$ cat config.mk
export PLATFORM = sky130hd
export DESIGN_NAME = s526_resp_misr
export DESIGN_NICKNAME = d
export VERILOG_FILES = /design/src/rtl/s526_tb_pkg.sv /design/src/rtl/s526_misr_reg.sv /design/src/rtl/s526_resp_misr.sv
export SDC_FILE = /design/constraint.sdc
export NUM_CORES = 1
export LEC_CHECK = 0
export CAP_MARGIN = 40
export CORE_ASPECT_RATIO = 0.8
export CORE_MARGIN = 5
export CORE_UTILIZATION = 46
export CTS_CLUSTER_DIAMETER = 120
export DETAILED_ROUTE_END_ITERATION = 8
export PLACE_DENSITY = 0.76
export SLEW_MARGIN = 20
export SYNTH_ARGS = -nofsm -noshare
export SYNTH_HDL_FRONTEND = slang
export SYNTH_SLANG_ARGS = --single-unit
$ cat constraint.sdc
create_clock -name CK -period 2.2 [get_ports CK]
set_clock_uncertainty 0.2 [all_clocks]
set_input_delay 0.66 -clock CK [delete_from_list [all_inputs] [get_ports CK]]
set_output_delay 0.66 -clock CK [all_outputs]
set_load 0.05 [all_outputs]
$ cat src/rtl/s526_tb_pkg.sv
// Shared definitions for the s526 response compactor: FSM states, response
// width, default MISR constants and the bit position of each captured output.
package s526_tb_pkg;

  typedef enum logic [1:0] {
    IDLE  = 2'd0,
    RUN   = 2'd1,
    CHECK = 2'd2,
    DONE  = 2'd3
  } state_t;

  localparam int RESP_W = 6;

  localparam logic [15:0] DEF_POLY = 16'h1021;
  localparam logic [15:0] DEF_SEED = 16'hFFFF;

  // Position of each s526 primary output inside resp_data.
  localparam int G147_BIT = 0;
  localparam int G148_BIT = 1;
  localparam int G198_BIT = 2;
  localparam int G199_BIT = 3;
  localparam int G213_BIT = 4;
  localparam int G214_BIT = 5;

endpackage

$ cat src/rtl/s526_misr_reg.sv
// Multiple-input signature register. Shifts toward the MSB, feeds the MSB back
// through POLY and XORs the zero-extended response word into the low bits.
// seed_load takes priority over step_en.
module s526_misr_reg
  import s526_tb_pkg::*;
#(
  parameter int              W    = 16,
  parameter logic [W-1:0]    POLY = W'(DEF_POLY),
  parameter logic [W-1:0]    SEED = W'(DEF_SEED)
) (
  input  logic              clk,
  input  logic              rst_n,
  input  logic              seed_load,
  input  logic              step_en,
  input  logic [RESP_W-1:0] data,
  output logic [W-1:0]      sig
);

  logic [W-1:0] sig_step;

  // One compaction step from the current signature.
  always_comb begin
    sig_step = {sig[W-2:0], 1'b0}
             ^ (sig[W-1] ? POLY : '0)
             ^ {{(W-RESP_W){1'b0}}, data};
  end

  // Signature register: seed on run start, step on each accepted response.
  // NOTE: sequential state uses non-blocking assignments so every flop samples
  // pre-edge values regardless of process ordering.
  always_ff @(posedge clk or negedge rst_n) begin
    if (!rst_n) begin
      sig <= SEED;
    end else if (seed_load) begin
      sig <= SEED;
    end else if (step_en) begin
      sig <= sig_step;
    end
  end

endmodule

$ cat src/rtl/s526_resp_misr.sv
// Response compactor for the s526 benchmark: accepts num_pat response words,
// folds them into a MISR and compares the final signature with exp_sig.
// Optional build macro: S526_MISR_XMASK_EN adds resp_xmask, which zeroes
// unknown-value response bits before compaction.
module s526_resp_misr
  import s526_tb_pkg::*;
#(
  parameter int                 MISR_W = 16,
  parameter logic [MISR_W-1:0]  POLY   = MISR_W'(DEF_POLY),
  parameter logic [MISR_W-1:0]  SEED   = MISR_W'(DEF_SEED),
  parameter int                 CNT_W  = 16
) (
  input  logic              CK,
  input  logic              RSTN,
  input  logic              start,
  input  logic [CNT_W-1:0]  num_pat,
  input  logic [MISR_W-1:0] exp_sig,
  input  logic              resp_valid,
  output logic              resp_ready,
  input  logic [RESP_W-1:0] resp_data,
`ifdef S526_MISR_XMASK_EN
  input  logic [RESP_W-1:0] resp_xmask,
`endif
  output logic              busy,
  output logic              done,
  output logic              pass,
  output logic [MISR_W-1:0] sig,
  output logic [CNT_W-1:0]  pat_cnt
);

  state_t            state_q, state_d;
  logic [CNT_W-1:0]  num_pat_q;
  logic [MISR_W-1:0] exp_sig_q;
  logic              start_acc;
  logic              accept;
  logic              last_accept;
  logic [RESP_W-1:0] data_eff;

  // Handshake and run-control decode; ready/busy come from the state flop only.
  always_comb begin
    resp_ready  = (state_q == RUN);
    busy        = (state_q == RUN) || (state_q == CHECK);
    start_acc   = start && ((state_q == IDLE) || (state_q == DONE));
    accept      = resp_valid && resp_ready;
    last_accept = accept && ((pat_cnt + CNT_W'(1)) == num_pat_q);
  end

  // Response word after optional X masking.
`ifdef S526_MISR_XMASK_EN
  always_comb data_eff = resp_data & ~resp_xmask;
`else
  always_comb data_eff = resp_data;
`endif

  // Next-state logic.
  // NOTE: the default assignment first keeps every path assigned, so no latch
  // is inferred.
  always_comb begin
    state_d = state_q;
    case (state_q)
      IDLE, DONE: if (start_acc) state_d = (num_pat == '0) ? CHECK : RUN;
      RUN:        if (last_accept) state_d = CHECK;
      CHECK:      state_d = DONE;
      default:    state_d = IDLE;
    endcase
  end

  // State register.
  always_ff @(posedge CK or negedge RSTN) begin
    if (!RSTN) state_q <= IDLE;
    else       state_q <= state_d;
  end

  // Run parameters captured on an accepted start.
  always_ff @(posedge CK or negedge RSTN) begin
    if (!RSTN) begin
      num_pat_q <= '0;
      exp_sig_q <= '0;
    end else if (start_acc) begin
      num_pat_q <= num_pat;
      exp_sig_q <= exp_sig;
    end
  end

  // Pattern counter; the run ends exactly at num_pat so it never wraps.
  always_ff @(posedge CK or negedge RSTN) begin
    if (!RSTN)          pat_cnt <= '0;
    else if (start_acc) pat_cnt <= '0;
    else if (accept)    pat_cnt <= pat_cnt + CNT_W'(1);
  end

  // Result flags: cleared on a new run, registered once in CHECK, held in DONE.
  always_ff @(posedge CK or negedge RSTN) begin
    if (!RSTN) begin
      done <= 1'b0;
      pass <= 1'b0;
    end else if (start_acc) begin
      done <= 1'b0;
      pass <= 1'b0;
    end else if (state_q == CHECK) begin
      done <= 1'b1;
      pass <= (sig == exp_sig_q);
    end
  end

  s526_misr_reg #(
    .W    (MISR_W),
    .POLY (POLY),
    .SEED (SEED)
  ) u_misr (
    .clk       (CK),
    .rst_n     (RSTN),
    .seed_load (start_acc),
    .step_en   (accept),
    .data      (data_eff),
    .sig       (sig)
  );

endmodule

Word level (Yosys, flattened, before mapping). Index checks and enable logic that the tools add are counted.

Add/subtract/negate cells: 1. Eq/ne operators: 7. Muxes and demuxes: 13. Bitwise logic cells: 2. Reduce and logical (&&, ||, !) cells: 11.

Operator list (number): 2-to-1 mux 16 bit (4); == test 16 bit (2); adder 16 x 1 -> 16 bit (second input constant) (1); logical NOT 16 bit (1); bitwise XOR 16 bit (1); bitwise XOR 16 x 6 -> 16 bit (1); 2-to-1 mux 13 bit (1); 2-to-1 mux 2 bit (3); one-hot mux 2 bit (3 select lines) (1); == test 2 bit (second input constant) (2); 2-to-1 mux 1 bit (4); nonzero test 2 bit (2); logical AND 1 bit (3); == test 2 x 1 -> 1 bit (second input constant) (1); logical NOT 2 bit (1); logical OR 1 bit (2); != test 2 x 1 -> 1 bit (second input constant) (1); != test 2 bit (second input constant) (1); AND reduction 2 bit (1); OR reduction 2 bit (1).

Flip-flop bits (word level): 68. Bits of input ports: 42. Output and inout bits: 36. Word-level logic and storage cells: 41.

Longest topological paths before layout.
Word-level depth: 5. Mapped depth: 9. Mapped depth without buffers: 9.

Cells and area by module. From an unflattened synthesis, not the netlist that was laid out.

Cell total of the unflattened synthesis: 388. Area, all modules: 3613.5 um^2.

By module, submodules not included: s526_resp_misr (times used 1, cells an instance 328, area each 2852.7 um^2, seq. area each 1301.2 um^2); s526_misr_reg (times used 1, cells an instance 60, area each 760.7 um^2, seq. area each 420.4 um^2).

Least setup slack after synthesis. Ideal clock, no wire load.

Path type: register to register. From: reg state_q[1]. To: reg state_q[0]. Setup time: 128 ps. Data arrival time: 2371 ps. Required time: 1872 ps. Slack: -498 ps. Stages on the path, launching flop included: 10. Buffers on the path: 0. Clock period less this slack: 2698 ps. Path through: dfrtp_1 -> inv_1 -> ha_1 -> and2_2 -> o21ai_0 -> nor4_1 -> o211ai_1 -> nor4_1 -> a31oi_1 -> mux2_1.

Word-level cells in the longest chain between the ends: 5. Elaborated cells between the ends (all ways): 13. Those cells by class: eq/ne (5); mux (1); reduce/logical (7).

Ends and longest elaborated chain: start: declaration (line s526_resp_misr.sv:31) `state_t state_q, state_d;`; start signal: assignment (line s526_resp_misr.sv:71) `else state_q <= state_d;`; == test 2 x 1 -> 1 bit (*) (line s526_resp_misr.sv:41) `resp_ready = (state_q == RUN);`; named net resp_ready (line s526_resp_misr.sv:19) `output logic resp_ready,`; logical AND 1 bit (line s526_resp_misr.sv:44) `accept = resp_valid && resp_ready;`; logical AND 1 bit (line s526_resp_misr.sv:45) `last_accept = accept && ((pat_cnt + CNT_W'(1)) == num_pat_q);`; != test 2 x 1 -> 1 bit (no source line); AND reduction 2 bit (no source line).

Mark *: on every way through the listed nets, which the timed path passes. The rest lies on a longest branch. A chain may end at the register's enable or synchronous reset.

Worst setup path in the final report.
From: reg pat_cnt[0]. To: reg state_q[0].

Word-level cells in the longest chain between the ends: 5.

Ends and longest elaborated chain: start: declaration (line s526_resp_misr.sv:28) `output logic [CNT_W-1:0] pat_cnt`; start signal: assignment (line s526_resp_misr.sv:89) `else if (accept) pat_cnt <= pat_cnt + CNT_W'(1);`; adder 16 x 1 -> 16 bit (line s526_resp_misr.sv:45); == test 16 bit (line s526_resp_misr.sv:45); logical AND 1 bit (line s526_resp_misr.sv:45); != test 2 x 1 -> 1 bit (no source line); AND reduction 2 bit (no source line).

No other way between the ends.

==> flow_summary.toml <==
[flow_run]
maxCapViolations = 0

[synthesis]
yosys.cell_count.top_type = "nand2_1"
synth_area_um2 = 3610
synth.area.top_cells = "dfrtp_1 36%, nand2_1 14%, dfstp_2 12%, xor2_1 8.0%, xnor2_1 6.1%"
synth_edf_count = 0
synth.top_cells.by_count = "136 x nand2_1, 52 x dfrtp_1, 33 x xor2_1"
ys_ff_latch = 68
synth_top_cell_by_area = "dfrtp_1"
syn_area_per_cell_um2 = 8.91
synthCells = 405
ys_types = 42
synthesis.nets = 450
ys_warn_count = 0
yosysTopAreaCellShare = 0.360
ys.flop_type = "dfrtp_1"
synth-seq-area-share = 0.477
async_flop_share = 1.00

[routing]
routed_wl_mm = 9.65
vias_per_cell = 5.13
ant_nets = 0
drt_iter0_markers = 141
num_vias = 3284
drc = 0
first_pass_iters = 4
wl_per_cell_um = 15.1

[critical_path]
crit_family = "simple AND/OR/NAND/NOR gates"
startpoint_type = "flop"
cp_slowest_cell = "dfrtp_4"
crit_required_ns = 2.22
cp_max_fo = 4
cp-end-kind = "flop"
crit_arrival_ns = 2.50
slowest_delay_ns = 0.46
worstPathCellList = "ha_4 > nand4_1 > nor3_2 > nor4bb_4 > a211oi_2 > o41ai_2 > a31oi_1 > mux2_1"
critPathKind = "reg -> reg"
crit_buf_inv = 0

[global_route]
grt_max_degree = 69
grt_overflow = 0
grt_usage = 0.212
antenna_found_initial = 0
first_global_vias = 3270
grt_pass1_wl_mm = 16.0

[placed_design]
dp_hpwl_mm = 7.09
port-buffer-count = 77
pre_cts_ws_ns = -0.528
gp_congestion = 0.860

[sta]
finalSetupTns_ns = -0.702
slew_headroom = 0.696
timing.final.ws_setup_ns = -0.278
holdWs_ns = 0.123
setup_viol = 4
period_minus_slack_ns = 2.48
tightestPinTransition_ns = 0.454
hold_viol = 0
timing.final.max_slew_violations = 0
max_freq_ghz = 0.404
timing.final.crit_share = 1.13
rsz0062_at_grt = "yes"

[hold_path]
hp-class = "in -> async"

[final_layout]
nets = 575
antenna_cells = 0
utilization = 0.738
drive_gt1_frac = 0.316
seqCellArea_um2 = 1740
fillers = 533
multiInputGateArea_um2 = 1870
syn_to_final_growth_pct = 53.9

[clocking]
ctsHtreeMaxLevel = 3
clock_path_buffers = 2
ctsRootBufferMaster = "clkbuf_8"
numCtsBuffers = 9
ctsHoldBuffers = 0
clkLatencyLatePin_ns = 0.35
clk_pin_slew_ns = 0.07
clock_sinks = 68
cts_tree = "yes"

[power]
power_density_nw_per_um2 = 1290
peakVddDrop_v = 0.000842
leakage_uw = 0.00250

[floorplan]
rows = 28
dieWidth_um = 109
dieArea_um2 = 9730
pin_count = 78
start_util = 0.479
core_area_um2 = 7530
die_y_um = 89.2

[status]
violations = "negative setup slack"
run_status = "finished, violations left"
flip-flops by register name, summed over array words and instances (netlist names):
name and flops:
pat_cnt 16, exp_sig_q 16, u_misr.sig 16, state_q 2
num_pat_q 16, done 1, pass 1
cell type report:
class | instances | area share
inverter | 6 | 0.00473
multi-input combinational | 308 | 0.336
timing repair buffer | 137 | 0.285
tap | 105 | 0.0236
sequential | 68 | 0.314
clock buffer | 12 | 0.0279
clock inverter | 4 | 0.00878
layer usage:
layer / track usage / vias to the layer above / wire [µm]
li1: - / 1578 / -
met1: 0.276 / 1594 / 4210
met2: 0.354 / 100 / 4750
met3: 0.0614 / 12 / 571
met4: 0.0493 / 0 / 115
met5: 0 / - / 0
placed cells by master (no fill, tap or decap), types with 11 or more instances in the layout:
master | synthesis | routed
nand2_1 | 136 | 136
buf_4 | 4 | 56
clkdlybuf4s50_1 | 0 | 40
dfrtp_1 | 52 | 38
buf_12 | 0 | 35
xor2_1 | 33 | 33
xnor2_1 | 25 | 24
nor2_1 | 24 | 23
dfstp_2 | 16 | 16
dfrtp_2 | 0 | 13
nand3_1 | 14 | 12
clkbuf_8 | 0 | 11
metrics by stage:
step / cells / cell area, µm² / total power, µW
5_1_grt: 640 / 5560 / 7660
2_1_floorplan: 405 / 3720 / 4380
3_3_place_gp: 620 / 5260 / 5870
4_1_cts: 640 / 5510 / 7180
6_report: 640 / 5560 / 7190
3_5_place_dp: 620 / 5260 / 5960
repair_timing:
| item | 4_1_cts | 5_1_grt |
|---|---|---|
| buffers inserted | 4 | 0 |
| gates resized for setup | 4 | 8 |
| endpoints found under the setup margin | 4 | 5 |
| pin swaps | 2 | 1 |
| cloned | 0 | 0 |
worst paths after layout:
check / start / to / slack (ns) / depth (start not counted)
setup / recovery: pat_cnt[0]$_DFFE_PN0P_ / state_q[0]$_DFFE_PN0P_ / -0.28 / 8
hold / removal: RSTN / pat_cnt[10]$_DFFE_PN0P_ / 0.12 / 2
setup reg to reg: pat_cnt[0]$_DFFE_PN0P_ / state_q[0]$_DFFE_PN0P_ / -0.28 / 8
hold reg to reg: exp_sig_q[3]$_DFFE_PN0P_ / exp_sig_q[3]$_DFFE_PN0P_ / 0.30 / 2
max in group asynchronous: RSTN / u_misr.sig[6]$_DFFE_PN1P_ / 1.34 / 2
min in group CK: exp_sig_q[3]$_DFFE_PN0P_ / exp_sig_q[3]$_DFFE_PN0P_ / 0.30 / 2
logic make-up after synthesis:
kind of cell / Yosys count / synth area share
simple gates: 215 / 0.264
mux: 2 / 0.00624
flops: 68 / 0.477
buf+inv: 29 / 0.0374
fa+ha+maj: 3 / 0.0104
xor+xnor: 59 / 0.145
compound gates: 29 / 0.0596
power by group:
group | switching [µW] | internal [µW] | total, µW
clock | 473 | 584 | 1060
combinational | 1990 | 1800 | 3790
sequential | 528 | 1810 | 2340
(Power assumes the default switching activity.)
